$ cat config.mk
export PLATFORM = sky130hd
export DESIGN_NAME = mmu_tag_lookup
export DESIGN_NICKNAME = d
export VERILOG_FILES = /design/src/rtl/mmu_tag_lookup_pkg.sv /design/src/rtl/mmu_tag_ram.sv /design/src/rtl/mmu_tag_lookup.sv
export SDC_FILE = /design/constraint.sdc
export NUM_CORES = 1
export LEC_CHECK = 0
export CORE_MARGIN = 4
export CORE_UTILIZATION = 40
export CTS_BUF_LIST = sky130_fd_sc_hd__clkbuf_8
export DETAILED_ROUTE_END_ITERATION = 12
export PLACE_DENSITY_LB_ADDON = 0.25
export SLEW_MARGIN = 10
export SYNTH_ARGS = -nofsm -noshare
export SYNTH_HDL_FRONTEND = slang
export SYNTH_SLANG_ARGS = --single-unit
export TNS_END_PERCENT = 1
$ cat constraint.sdc
create_clock -name BCLK -period 7.3 [get_ports BCLK]
set_clock_uncertainty 0.05 [all_clocks]
set_input_delay 0.73 -clock BCLK [delete_from_list [all_inputs] [get_ports BCLK]]
set_output_delay 0.73 -clock BCLK [all_outputs]
set_load 0.02 [all_outputs]
$ cat src/rtl/mmu_tag_lookup_pkg.sv
// Shared definitions for the MMU tag lookup: widths, address bit positions and FSM state encodings.
// Tag sits at the top of the virtual address; the index bits sit immediately below it.
package mmu_tag_lookup_pkg;

  localparam int unsigned VADR_W    = 32;
  localparam int unsigned TAG_W     = 12;
  localparam int unsigned DATA_W    = 24;
  localparam int unsigned N_ENTRIES = 4;

  // Tag occupies VADR[TAG_MSB -: tag_w]
  localparam int unsigned TAG_MSB = VADR_W - 1;

  typedef logic [2:0] state_t;

  localparam state_t S_IDLE   = 3'd0;
  localparam state_t S_LOOKUP = 3'd1;
  localparam state_t S_WALK   = 3'd2;
  localparam state_t S_FILL   = 3'd3;
  localparam state_t S_RESP   = 3'd4;

  // Most significant index bit: the bit just below the tag field.
  function automatic int unsigned idx_msb(input int unsigned tag_w);
    return TAG_MSB - tag_w;
  endfunction

endpackage

$ cat src/rtl/mmu_tag_ram.sv
// Tag/data storage: one synchronous write port, one combinational read port.
// Contents are deliberately not reset; validity is tracked by the owner.
module mmu_tag_ram #(
  parameter int unsigned DEPTH  = mmu_tag_lookup_pkg::N_ENTRIES,
  parameter int unsigned WIDTH  = mmu_tag_lookup_pkg::TAG_W + mmu_tag_lookup_pkg::DATA_W,
  parameter int unsigned ADDR_W = (DEPTH > 1) ? $clog2(DEPTH) : 1
) (
  input  logic              clk,
  input  logic              we,
  input  logic [ADDR_W-1:0] waddr,
  input  logic [WIDTH-1:0]  wdata,
  input  logic [ADDR_W-1:0] raddr,
  output logic [WIDTH-1:0]  rdata
);

  logic [WIDTH-1:0] mem [DEPTH];

  always_ff @(posedge clk) begin
    if (we) begin
      mem[waddr] <= wdata;
    end
  end

  assign rdata = mem[raddr];

endmodule

$ cat src/rtl/mmu_tag_lookup.sv
// Direct-mapped virtual-tag lookup: hits answer from the tag RAM, misses go out as a table walk
// and successful walks are written back into the indexed entry.
module mmu_tag_lookup #(
  parameter int unsigned N_ENTRIES = mmu_tag_lookup_pkg::N_ENTRIES,
  parameter int unsigned TAG_W     = mmu_tag_lookup_pkg::TAG_W,
  parameter int unsigned DATA_W    = mmu_tag_lookup_pkg::DATA_W
) (
  input  logic              BCLK,
  input  logic              BRESET,
  input  logic              req_valid,
  output logic              req_ready,
  input  logic [31:0]       req_vadr,
  output logic              resp_valid,
  input  logic              resp_ready,
  output logic [DATA_W-1:0] resp_data,
  output logic              resp_fault,
  output logic              walk_req,
  output logic [31:0]       walk_vadr,
  input  logic              walk_done,
  input  logic              walk_fault,
  input  logic [DATA_W-1:0] walk_data,
  input  logic              flush
);

  import mmu_tag_lookup_pkg::*;

  localparam int unsigned IDX_W   = (N_ENTRIES > 1) ? $clog2(N_ENTRIES) : 1;
  localparam int unsigned IDX_MSB = idx_msb(TAG_W);
  localparam int unsigned ENTRY_W = TAG_W + DATA_W;

  state_t                state_q, state_d;
  logic [31:0]           vadr_q;
  logic [N_ENTRIES-1:0]  valid_q, valid_d;
  logic                  lookup_phase_q;
  logic                  hit_q;
  logic [DATA_W-1:0]     hit_data_q;
  logic [DATA_W-1:0]     fill_data_q;
  logic [DATA_W-1:0]     resp_data_q;
  logic                  resp_fault_q;
  logic [31:0]           walk_vadr_q;

  logic [IDX_W-1:0]      idx;
  logic [TAG_W-1:0]      tag;
  logic [ENTRY_W-1:0]    rd_entry;
  logic                  lookup_hit;
  logic                  ram_we;

  assign idx = vadr_q[IDX_MSB -: IDX_W];
  assign tag = vadr_q[TAG_MSB -: TAG_W];

  assign ram_we = (state_q == S_FILL);

  mmu_tag_ram #(
    .DEPTH  (N_ENTRIES),
    .WIDTH  (ENTRY_W),
    .ADDR_W (IDX_W)
  ) u_ram (
    .clk   (BCLK),
    .we    (ram_we),
    .waddr (idx),
    .wdata ({tag, fill_data_q}),
    .raddr (idx),
    .rdata (rd_entry)
  );

  assign lookup_hit = valid_q[idx] && (rd_entry[ENTRY_W-1 -: TAG_W] == tag);

  // Flush takes priority over a coincident fill, so the filled entry ends up invalid.
  always_comb begin
    valid_d = valid_q;
    if (flush) begin
      valid_d = '0;
    end else if (ram_we) begin
      valid_d[idx] = 1'b1;
    end
  end

  // LOOKUP spans two cycles: the first snapshots the indexed entry, the second acts on it.
  always_comb begin
    state_d = state_q;
    case (state_q)
      S_IDLE:   if (req_valid) state_d = S_LOOKUP;
      S_LOOKUP: if (lookup_phase_q) state_d = hit_q ? S_RESP : S_WALK;
      S_WALK:   if (walk_done) state_d = walk_fault ? S_RESP : S_FILL;
      S_FILL:   state_d = S_RESP;
      S_RESP:   if (resp_ready) state_d = S_IDLE;
      default:  state_d = S_IDLE;
    endcase
  end

  always_ff @(posedge BCLK or negedge BRESET) begin
    if (!BRESET) begin
      state_q        <= S_IDLE;
      valid_q        <= '0;
      vadr_q         <= '0;
      lookup_phase_q <= 1'b0;
      hit_q          <= 1'b0;
      hit_data_q     <= '0;
      fill_data_q    <= '0;
      resp_data_q    <= '0;
      resp_fault_q   <= 1'b0;
      walk_vadr_q    <= '0;
    end else begin
      state_q        <= state_d;
      valid_q        <= valid_d;
      lookup_phase_q <= (state_q == S_LOOKUP) && !lookup_phase_q;

      if (state_q == S_IDLE && req_valid) begin
        vadr_q <= req_vadr;
      end

      if (state_q == S_LOOKUP && !lookup_phase_q) begin
        hit_q      <= lookup_hit;
        hit_data_q <= rd_entry[DATA_W-1:0];
      end

      if (state_q == S_LOOKUP && lookup_phase_q) begin
        if (hit_q) begin
          resp_data_q  <= hit_data_q;
          resp_fault_q <= 1'b0;
        end else begin
          walk_vadr_q <= vadr_q;
        end
      end

      if (state_q == S_WALK && walk_done) begin
        if (walk_fault) begin
          resp_fault_q <= 1'b1;
        end else begin
          fill_data_q <= walk_data;
        end
      end

      if (state_q == S_FILL) begin
        resp_data_q  <= fill_data_q;
        resp_fault_q <= 1'b0;
      end
    end
  end

  assign req_ready  = (state_q == S_IDLE);
  assign resp_valid = (state_q == S_RESP);
  assign resp_data  = resp_data_q;
  assign resp_fault = resp_fault_q;
  assign walk_req   = (state_q == S_WALK);
  assign walk_vadr  = walk_vadr_q;

endmodule

=== Word-level counts from Yosys, hierarchy flattened ===
Memory sizes are Yosys's and may differ from the RTL's.
Index checks and enable logic that the tools add are counted.
W data, S select, Z words.

* Bits in registers: 146
* Memory bits (writable): 144
* Input bits: 63
* Word-level logic and storage cells: 63
* Memories: 1

{| class="wikitable"
|+ Memory list
! memory !! depth !! width !! read ports !! clocked after Yosys merged registers in !! wr ports !! line !! source
|-
| u_ram.mem || 4 || 36 || 1 || 0 || 1 || mmu_tag_ram.sv:16 || <nowiki>logic [WIDTH-1:0] mem [DEPTH];</nowiki>
|}

* $lt $le $gt $ge: 2
* Equality and inequality tests: 9
* Muxes and demuxes: 23
* Bitwise operators: 3
* Reductions and logical operators: 15

{| class="wikitable"
|+ Operators by type and width
! kind !! count
|-
| $mux W24 || 3
|-
| $mux W3 || 6
|-
| $pmux W3 S5 || 1
|-
| $eq A12 B12 Y1 || 1
|-
| $mux W1 || 9
|-
| $mux W4 || 2
|-
| $eq A3 B2 Y1 const B || 2
|-
| $logic_and A1 B1 Y1 || 6
|-
| $reduce_and A2 Y1 || 3
|-
| $reduce_bool A2 Y1 || 3
|-
| $ne A2 B1 Y1 const B || 2
|-
| $ne A2 B2 Y1 const B || 2
|-
| $or A4 B4 Y4 || 1
|-
| $reduce_and A4 Y1 || 1
|-
| $eq A3 B1 Y1 const B || 1
|-
| $eq A3 B3 Y1 const B || 1
|-
| $logic_not A3 Y1 || 1
|-
| $lt A2 B3 Y1 const B || 1
|-
| $bmux W1 S2 || 1
|-
| $demux W1 S2 || 1
|-
| $ge A2 B1 Y1 const B || 1
|-
| $not A1 Y1 || 2
|-
| $logic_not A1 Y1 || 1
|}

=== Depth between registers and ports, before layout ===
Gate-level depths: netlist of the first run.

* Depth after elaboration: 7
* Gate-level depth with buffers: 7
* Gate-level depth less buffers: 5

=== By module ===
A second synthesis of the first run with hierarchy kept.

* Cells, all modules: 656
* Area, all modules: 11199.5 um^2

{| class="wikitable"
|+ Modules (own cells, without submodules)
! module !! times used !! cells an instance !! area each (um^2)
|-
| mmu_tag_lookup || 1 || 464 || 5919.4
|-
| mmu_tag_ram || 1 || 192 || 5280.1
|}

=== Worst setup path after synthesis of the first run ===
Ideal clock, no wire load.

* Path type: reg2reg
* Start point: reg vadr_q[19]
* End point: mem u_ram.mem[2][0] (netlist bit) (enable)
* Arrival time: 3.690 ns
* Required time: 6.766 ns
* Slack: 3.076 ns
* Stages on the path, launching flop included: 5
* Path buffers: 3
* Clock period less this slack: 4.224 ns
* Path through: dfrtp_1 -> buf_2 -> buf_2 -> clkbuf_1 -> nor3b_1

{| class="wikitable"
|+ RTL lines
! what !! line !! source
|-
| from (decl) || mmu_tag_lookup.sv:32 || <nowiki>logic [31:0] vadr_q;</nowiki>
|-
| from (signal assigned) || mmu_tag_lookup.sv:109 || <nowiki>vadr_q <= req_vadr;</nowiki>
|-
| to (decl) || mmu_tag_ram.sv:16 ||
|}

No word-level cell before the write port.

=== Final worst setup path of the first run ===
* Start point: reg state_q[2]
* End point: mem u_ram.mem[3][16] (netlist bit) (enable)

* Longest elaborated chain between the ends: 3

{| class="wikitable"
|+ Ends and longest elaborated chain
! what !! line !! source
|-
| from (decl) || mmu_tag_lookup.sv:31 || <nowiki>state_t state_q, state_d;</nowiki>
|-
| from (signal assigned) || mmu_tag_lookup.sv:104 || <nowiki>state_q <= state_d;</nowiki>
|-
| $eq A3 B2 Y1 || mmu_tag_lookup.sv:51 || <nowiki>assign ram_we = (state_q == S_FILL);</nowiki>
|-
| $mux W1 || mmu_tag_ram.sv:19 || <nowiki>if (we) begin</nowiki>
|-
| $mux W1 (implied by the code) || mmu_tag_ram.sv:20 || <nowiki>mem[waddr] <= wdata;</nowiki>
|}

Every way passes these cells.

==> results of run 1 <==
final timing paths:
| check | from | to | slack (ns) | depth (start not counted) |
|---|---|---|---|---|
| max | state_q[2] | u_ram.mem[3][16] | 4.26 | 3 |
| min | BRESET | resp_data[16] | 0.18 | 1 |
| max reg2reg | state_q[2] | u_ram.mem[3][16] | 4.26 | 3 |
| min reg2reg | resp_data[13] | resp_data[13] | 0.43 | 2 |
| max in group asynchronous | BRESET | hit_data_q[3] | 5.66 | 2 |
| min in group BCLK | resp_data[13] | resp_data[13] | 0.43 | 2 |
routing by layer:
metal | global-route usage | part of all wire | up-vias
met3 | 0.0370 | 0.062 | 37
met4 | 0.0357 | 0.014 | 0
met1 | 0.192 | 0.44 | 2917
met2 | 0.230 | 0.48 | 152
li1 | - | - | 2618
met5 | 0 | 0 | -
sequential cells by signal (all words and copies together), names as in the netlist, 3 cells and up:
signal,count
valid_q,4
u_ram.mem,144
state_q,3
fill_data_q,24
vadr_q,32
resp_data,24
hit_data_q,24
walk_vadr,32
cell families (layout without fill, tap and decap cells):
kind of cell | count (synthesis) | count (layout) | synth area share
multiplexers | 175 | 175 | 0.209
XOR/XNOR | 16 | 16 | 0.0126
buffers and inverters | 33 | 221 | 0.0145
flip-flops | 290 | 290 | 0.718
AND/OR/NAND/NOR | 60 | 60 | 0.0265
AO/OA/AOI/OAI | 38 | 38 | 0.0199
worst reg2reg max path, cell delays in order (launching register included):
cell and delay (ns):
dfrtp_1 0.48, nor2b_1 0.34, and2_2 0.78, and3_2 0.98
layout make-up:
type                            instances  area [sq um]  share of cell area
Timing Repair Buffer                  130          1280              0.0931
Inverter                                1          3.75            0.000272
Tap cell                              372           465              0.0338
Clock inverter                         30           208              0.0151
Clock buffer                           60           826              0.0599
Sequential cell                       290          7980               0.579
Multi-Input combinational cell        289          3010               0.219
power groups by stage:
stage | registers (mW) | clock network (mW) | logic [mW]
finish | 2.82 | 1.47 | 1.73
global route | 2.91 | 1.59 | 1.87
CTS | 2.84 | 1.52 | 1.76
detailed placement | 2.86 | 0 | 1.75
global placement | 2.82 | 0 | 1.72
floorplan | 2.78 | 0 | 1.11
synthesized netlist by cell type:
master	instances	area (sq um)
a21o_1	3	22.5
a21oi_1	3	15.0
a32o_1	1	10.0
a32oi_1	1	8.76
and2_1	2	12.5
and3_1	1	6.26
buf_1	3	11.3
buf_2	15	75.1
buf_4	3	22.5
buf_6	1	11.3
clkbuf_1	10	37.5
dfrtp_1	146	3650
edfxtp_1	144	4320
inv_1	1	3.75
mux2_1	1	11.3
mux2_2	112	1260
mux2i_1	29	290
mux4_1	4	105
mux4_2	29	653
nand2_1	27	101
nand2b_1	2	12.5
nand3_1	1	5.00
nand4_1	2	12.5
nor2_1	9	33.8
nor2_2	1	6.26
nor2b_1	3	18.8
nor3_1	3	15.0
nor3b_1	3	22.5
nor4_1	2	12.5
nor4_2	1	12.5
nor4b_1	1	8.76
o21ai_0	27	135
o21ba_2	1	10.0
o21bai_1	1	7.51
o31ai_2	1	12.5
or2_2	1	6.26
or4_1	1	7.51
xnor2_1	9	78.8
xor2_1	7	61.3
stage by stage:
stage	setup WS (ns)	cells	util	cell area (sq um)	hold WS, ns
3_3_place_gp	4.33	1082	0.469	12700	0.413
5_1_grt	4.11	1172	0.507	13800	0.223
4_1_cts	4.22	1172	0.507	13800	0.194
2_1_floorplan	3.08	612	-	11100	0.384
6_report	4.26	1172	0.507	13800	0.179
3_5_place_dp	4.25	1082	0.469	12700	0.423
==> reports/qor.csv, run 1 <==
stage,metric,value,unit
setup_path,crit_buf_inv,0,
setup_path,critical_path_class,flop to flop,
floorplan,dieArea,30500,sq um
power,ir_worst_vdd,0.234,mV
setup_path,arrival,3.15,ns
routing,drt_iter0_markers,228,
routing,wire_per_inst,18.5,microns
setup_path,cp_slowest_cell,and3_2,
floorplan,die_w,175,microns
grt,overflow,0,
timing,rsz0062_at_grt,false,
timing,fmax,328,MHz
cts,h-tree-depth,2,
routing,wl,21700,microns
setup_path,cp-start-kind,flop,
power,power.density,437,nW/um^2
grt,grt_pass1_wl,34900,microns
finish,n_fill_cell,2254,
run,cap_violations,0,
grt,grt_pass1_vias,6346,
cts,clock_path_buffers,3,
floorplan,io_pins,123,
logic_synthesis,ys_seq_area_frac,0.718,
routing,avgViaCountPerCell,4.88,
cts,cts_made_buffers,48,
setup_path,worstPathRequired,7.41,ns
grt,grt_util_all_layers,0.141,
cts,hold_buffers,0,
setup_path,crit_fanout,37,
cts,path_clk_slew,0.06,ns
logic_synthesis,synth_cell_types,39,
timing,finalHoldViolations,0,
cts,cts.sinks,290,
floorplan,dieHeight,175,microns
timing,min_period_over_period,0.417,
power,seqPwrFrac,0.468,
logic_synthesis,synthesis.area,11100,sq um
finish,diodes,0,
logic_synthesis,avgSynthCellArea,18.2,sq um
finish,final_cell_mix,"144 x dfrtp_1, 144 x edfxtp_1, 121 x clkdlybuf4s50_1",
setup_path,critPathTopFamily,simple AND/OR/NAND/NOR gates,
routing,post-route-drc-count,0,
finish,area_growth,24.0,%
cts,root_buffer,clkbuf_8,
logic_synthesis,synth.ff_latch_count,290,
setup_path,cpPeakStageDelay,0.97,ns
logic_synthesis,synth_cells,612,
setup_path,endpoint_kind,flop,
min_path,min_path_type,input port to asynchronous set/reset pin,
timing,worstMarginPinSlew,1.12,ns
routing,ant_nets,0,
cts,tritoncts,yes,
power,power,6.02,mW
timing,relSlewSlack,0.250,
floorplan,coreArea,27200,sq um
power,pwr-share-clk,0.244,
power,comb_power_share,0.287,
floorplan,start_util,0.409,
grt,grt_antenna_before_repair,0,
cts,post_cts_resized,0,
placement,port-buffer-count,122,
routing,firstDrtPassIters,4,
grt,grt_max_degree,83,
timing,final_period_minus_worst_setup_slack,3.04,ns
timing,finalSetupTns,0,ns
power,p_int,4.16,mW
routing,vias,5724,
timing,setup_viol,0,
power,switching_share,0.308,
outcome,status,"finished, final reports clean",
placement,dpl.hpwl,13700,microns
power,leakage,5.22,nW
logic_synthesis,ys_warn_count,0,
logic_synthesis,syn-num-nets,675,
placement,gp_congestion,0.736,
finish,drive_gt1_frac,0.295,
setup_path,path_cells,"nor2b_1, and2_2, and3_2",
floorplan,rows,60,
timing,finalMaxSlewViolations,0,
power,p_switching,1.85,mW
cts,cts_setup_buffers,0,
cts,clock_latency,0.55,ns
finish,fin_nets,823,
Power figures use the tool's default switching activity.
==> inputs of run 2 (changes only) <==
- clock period: 7.3 -> 3 ns (I/O delays scaled with it)
==> reports/qor.csv, run 2 (synthesis results as in run 1) <==
stage,metric,value,unit
setup_path,arrival,2.11,ns
routing,ant_nets,0,
cts,cts_made_buffers,46,
timing,relSlewSlack,0.378,
finish,fin_nets,832,
timing,hold_slack,0.290,ns
routing,vias,5825,
grt,grt_pass1_vias,6379,
grt,overflow,0,
cts,hold_buffers,1,
timing,finalMaxSlewViolations,0,
power,seqPwrFrac,0.472,
cts,root_buffer,clkbuf_8,
power,switching_share,0.319,
power,ir_worst_vdd,0.504,mV
grt,grt_antenna_before_repair,1,
finish,drive_gt1_frac,0.295,
setup_path,critical_path_class,flop to output port,
floorplan,die_w,175,microns
setup_path,path_cells,"nor3b_1, clkdlybuf4s50_1",
grt,grt_pass1_wl,35000,microns
cts,post_cts_resized,0,
floorplan,dieHeight,175,microns
cts,h-tree-depth,2,
power,p_switching,4.52,mW
routing,firstDrtPassIters,4,
cts,clock_latency,0.55,ns
power,power,14.2,mW
setup_path,cpPeakStageDelay,0.70,ns
finish,largest_register,u_ram.mem,
placement,gp_congestion,0.716,
grt,grt_util_all_layers,0.144,
setup_path,worstPathRequired,2.65,ns
finish,area_growth,23.2,%
power,pwr-share-clk,0.216,
placement,port-buffer-count,122,
finish,final_cell_mix,"144 x dfrtp_1, 144 x edfxtp_1, 121 x clkdlybuf4s50_1",
routing,wire_per_inst,18.7,microns
finish,stdcell_area,13700,sq um
cts,clock_path_buffers,3,
min_path,min_path_type,input port to flop,
cts,tritoncts,yes,
timing,setup_viol,0,
timing,worstMarginPinSlew,0.932,ns
routing,wl,22000,microns
run,cap_violations,0,
grt,grt_max_degree,81,
routing,post-route-drc-count,0,
setup_path,cp_slowest_cell,clkdlybuf4s50_1,
setup_path,cp-start-kind,flop,
finish,diodes,0,
floorplan,start_util,0.409,
floorplan,dieArea,30500,sq um
placement,postPlaceCellArea,12800,sq um
floorplan,rows,60,
timing,fin_ws,0.539,ns
outcome,status,"finished, final reports clean",
floorplan,coreArea,27200,sq um
power,leakage,5.16,nW
finish,final_cells,1178,
placement,dpl.hpwl,13700,microns
floorplan,io_pins,123,
placement,placed_cells,1092,
setup_path,crit_fanout,9,
timing,final_period_minus_worst_setup_slack,2.46,ns
cts,path_clk_slew,0.05,ns
timing,rsz0062_at_grt,false,
placement,dp_slack,0.667,ns
timing,finalHoldViolations,0,
power,p_int,9.67,mW
routing,avgViaCountPerCell,4.94,
timing,fmax,406,MHz
power,comb_power_share,0.312,
power,power.density,1040,nW/um^2
timing,min_period_over_period,0.820,
routing,drt_iter0_markers,296,
cts,cts_setup_buffers,0,
finish,largest_reg_flops,144,
cts,cts.sinks,290,
setup_path,endpoint_kind,output port,
[run 2: cell types whose count changed in the layout (fill, tap and decap cells not counted), sizes merged]
cell	before	now
buf	9	19
bufinv	3	0
clkbuf	60	51
clkinv	10	24
dlygate4sd3	0	1
inv	17	10
[run 2: path summary, 6_finish.rpt]
check / start / endpoint / slack, ns / cells after the start
max: state_q[2] / resp_valid / 0.54 / 2
min: resp_ready / state_q[2] / 0.29 / 3
max reg2reg: state_q[2] / walk_vadr[22] / 0.69 / 3
min reg2reg: resp_data[8] / resp_data[8] / 0.43 / 2
max in group asynchronous: BRESET / fill_data_q[5] / 1.68 / 3
min in group asynchronous: BRESET / resp_data[20] / 0.30 / 2
[run 2: through the flow]
step                      TNS, ns  utilization
after global placement          0        0.472
after floorplan            -77.07            -
after global routing            0        0.504
after CTS                       0        0.504
after detailed placement        0        0.472
final                           0        0.504
[run 2: power by group through the flow]
stage / sequential (mW) / combinational (mW) / clock, mW
CTS: 6.73 / 4.53 / 3.18
global route: 6.90 / 4.79 / 3.36
finish: 6.70 / 4.43 / 3.07
global placement: 6.69 / 4.42 / 0
detailed placement: 6.81 / 4.50 / 0
floorplan: 6.76 / 2.69 / 0
[run 2: final cells by class]
type | count | area [sq um]
Fill cell | 2270 | 13500
Sequential cell | 290 | 7980
Multi-Input combinational cell | 289 | 3020
Timing Repair Buffer | 141 | 1380
Clock buffer | 51 | 702
Tap cell | 372 | 465
Clock inverter | 34 | 150
Inverter | 1 | 3.75
[run 2: worst max-delay path: cells and delay by family (launching register included)]
kind	cells	cell delay (ns)
and+or+nand+nor	1	0.36
DFF	1	0.50
buffers and inverters	1	0.70
[run 2: routing by layer]
| metal | up-vias | part of all wire | track usage |
|---|---|---|---|
| met5 | - | 0.00059 | 0 |
| met3 | 37 | 0.053 | 0.0381 |
| li1 | 2643 | - | - |
| met2 | 149 | 0.49 | 0.239 |
| met1 | 2994 | 0.44 | 0.188 |
| met4 | 2 | 0.019 | 0.0432 |
==> inputs of run 3 (changes only) <==
- clock period: 3 -> 2.48 ns (I/O delays scaled with it)
==> reports/qor.csv, run 3 (synthesis results as in run 1) <==
stage,metric,value,unit
placement,port-buffer-count,122,
placement,postPlaceCellArea,12900,sq um
finish,layout_commonest_cell,edfxtp_1,
cts,path_clk_slew,0.06,ns
grt,grt_util_all_layers,0.144,
setup_path,endpoint_kind,output port,
finish,largest_reg_flops,144,
routing,drt_iter0_markers,246,
timing,relSlewSlack,0.592,
grt,overflow,0,
setup_path,crit_fanout,9,
cts,cts_setup_buffers,0,
setup_path,r2r-start,vadr_q[18],
routing,firstDrtPassIters,4,
floorplan,start_util,0.409,
power,leakage,5.30,nW
setup_path,cp-start-kind,flop,
finish,drive_gt1_frac,0.301,
finish,fin_nets,837,
finish,diodes,0,
routing,ant_nets,0,
routing,wire_per_inst,18.2,microns
grt,grt_pass1_vias,6542,
placement,placed_cells,1094,
cts,h-tree-depth,2,
finish,final_cell_mix,"144 x edfxtp_1, 143 x dfrtp_1, 120 x clkdlybuf4s50_1",
outcome,status,"finished, final reports clean",
floorplan,die_w,175,microns
finish,final_cells,1186,
cts,root_buffer,clkbuf_8,
timing,setup_viol,0,
floorplan,dieHeight,175,microns
cts,clock_latency,0.55,ns
routing,post-route-drc-count,0,
cts,cts.sinks,290,
power,p_int,12.1,mW
timing,finalHoldViolations,0,
timing,min_period_over_period,0.950,
min_path,min_path_type,input port to asynchronous set/reset pin,
power,ir_worst_vdd,0.680,mV
finish,largest_register,u_ram.mem,
timing,hold_slack,0.193,ns
routing,vias,5806,
timing,worstMarginPinSlew,0.612,ns
power,switching_share,0.311,
finish,post-route-util,0.512,
grt,grt_pass1_wl,35400,microns
grt,grt_max_degree,59,
power,power.density,1260,nW/um^2
setup_path,arrival,2.06,ns
power,pwr-share-clk,0.230,
finish,stdcell_area,13900,sq um
timing,fmax,425,MHz
cts,cts_made_buffers,49,
cts,tritoncts,yes,
timing,fin_ws,0.125,ns
floorplan,rows,60,
finish,area_growth,25.2,%
cts,clock_path_buffers,3,
run,cap_violations,0,
grt,grt_antenna_before_repair,0,
power,seqPwrFrac,0.457,
timing,rsz0062_at_grt,false,
floorplan,dieArea,30500,sq um
placement,dpl.hpwl,13600,microns
timing,final_period_minus_worst_setup_slack,2.35,ns
floorplan,io_pins,123,
floorplan,coreArea,27200,sq um
routing,avgViaCountPerCell,4.90,
setup_path,critPathLaunch,state_q[2],
setup_path,worstPathRequired,2.18,ns
power,comb_power_share,0.313,
setup_path,critical_path_class,flop to output port,
placement,dp_slack,0.351,ns
routing,wl,21600,microns
timing,finalMaxSlewViolations,0,
power,p_switching,5.46,mW
placement,gp_congestion,0.726,
## run 3: changes by cell type in the layout (fill, tap and decap cells not counted), sizes merged
| cell | previous run | this run |
|---|---|---|
| clkbuf | 51 | 62 |
| dlymetal6s2s | 0 | 1 |
| inv | 10 | 20 |
| clkinv | 24 | 7 |
| clkdlybuf4s50 | 121 | 120 |
| clkinvlp | 1 | 3 |
| buf | 19 | 21 |
## run 3: timing repair
action                     4_1_cts  5_1_grt
resized for setup                1        2
hold buffers                     1        0
hold endpoints to repair        55        0
gates cloned                     0        0
setup endpoints to repair        1        1
## run 3: metal layers
layer | wire, microns | GRT usage
met5 | 0 | 0
met2 | 10400 | 0.233
met4 | 417 | 0.0439
met1 | 9420 | 0.191
met3 | 1390 | 0.0422
## run 3: worst max-delay path: stages (launching register included)
cell	delay [ns]
dfrtp_1	0.50
nor3b_2	0.32
clkdlybuf4s50_1	0.69
## run 3: cell type report
type | instances | area [sq um]
Timing Repair Buffer | 143 | 1460
Clock buffer | 62 | 853
Sequential cell | 290 | 7980
Fill cell | 2260 | 13300
Multi-Input combinational cell | 289 | 3030
Clock inverter | 29 | 123
Tap cell | 372 | 465
Inverter | 1 | 3.75
## run 3: through the flow
step | total power, mW | setup TNS [ns]
global placement | 13.5 | 0
detailed placement | 13.8 | 0
global route | 18.7 | 0
floorplan | 11.4 | -28.44
CTS | 17.9 | 0
finish | 17.6 | 0
## run 3: power groups by stage
stage | sequential, mW | combinational (mW) | clock, mW
3_5_place_dp | 8.14 | 5.61 | 0
2_1_floorplan | 8.17 | 3.28 | 0
3_3_place_gp | 8.00 | 5.50 | 0
4_1_cts | 8.06 | 5.64 | 4.21
6_report | 8.03 | 5.51 | 4.05
5_1_grt | 8.25 | 5.98 | 4.46
## run 3: final timing paths
path,endpoint,slack [ns],cells after the start
setup / recovery,resp_valid,0.13,2
hold / removal,hit_data_q[12],0.19,2
setup reg to reg,hit_q,0.39,6
hold reg to reg,resp_data[23],0.43,2
max in group asynchronous,hit_data_q[23],1.38,3
min in group BCLK,vadr_q[8],0.25,2
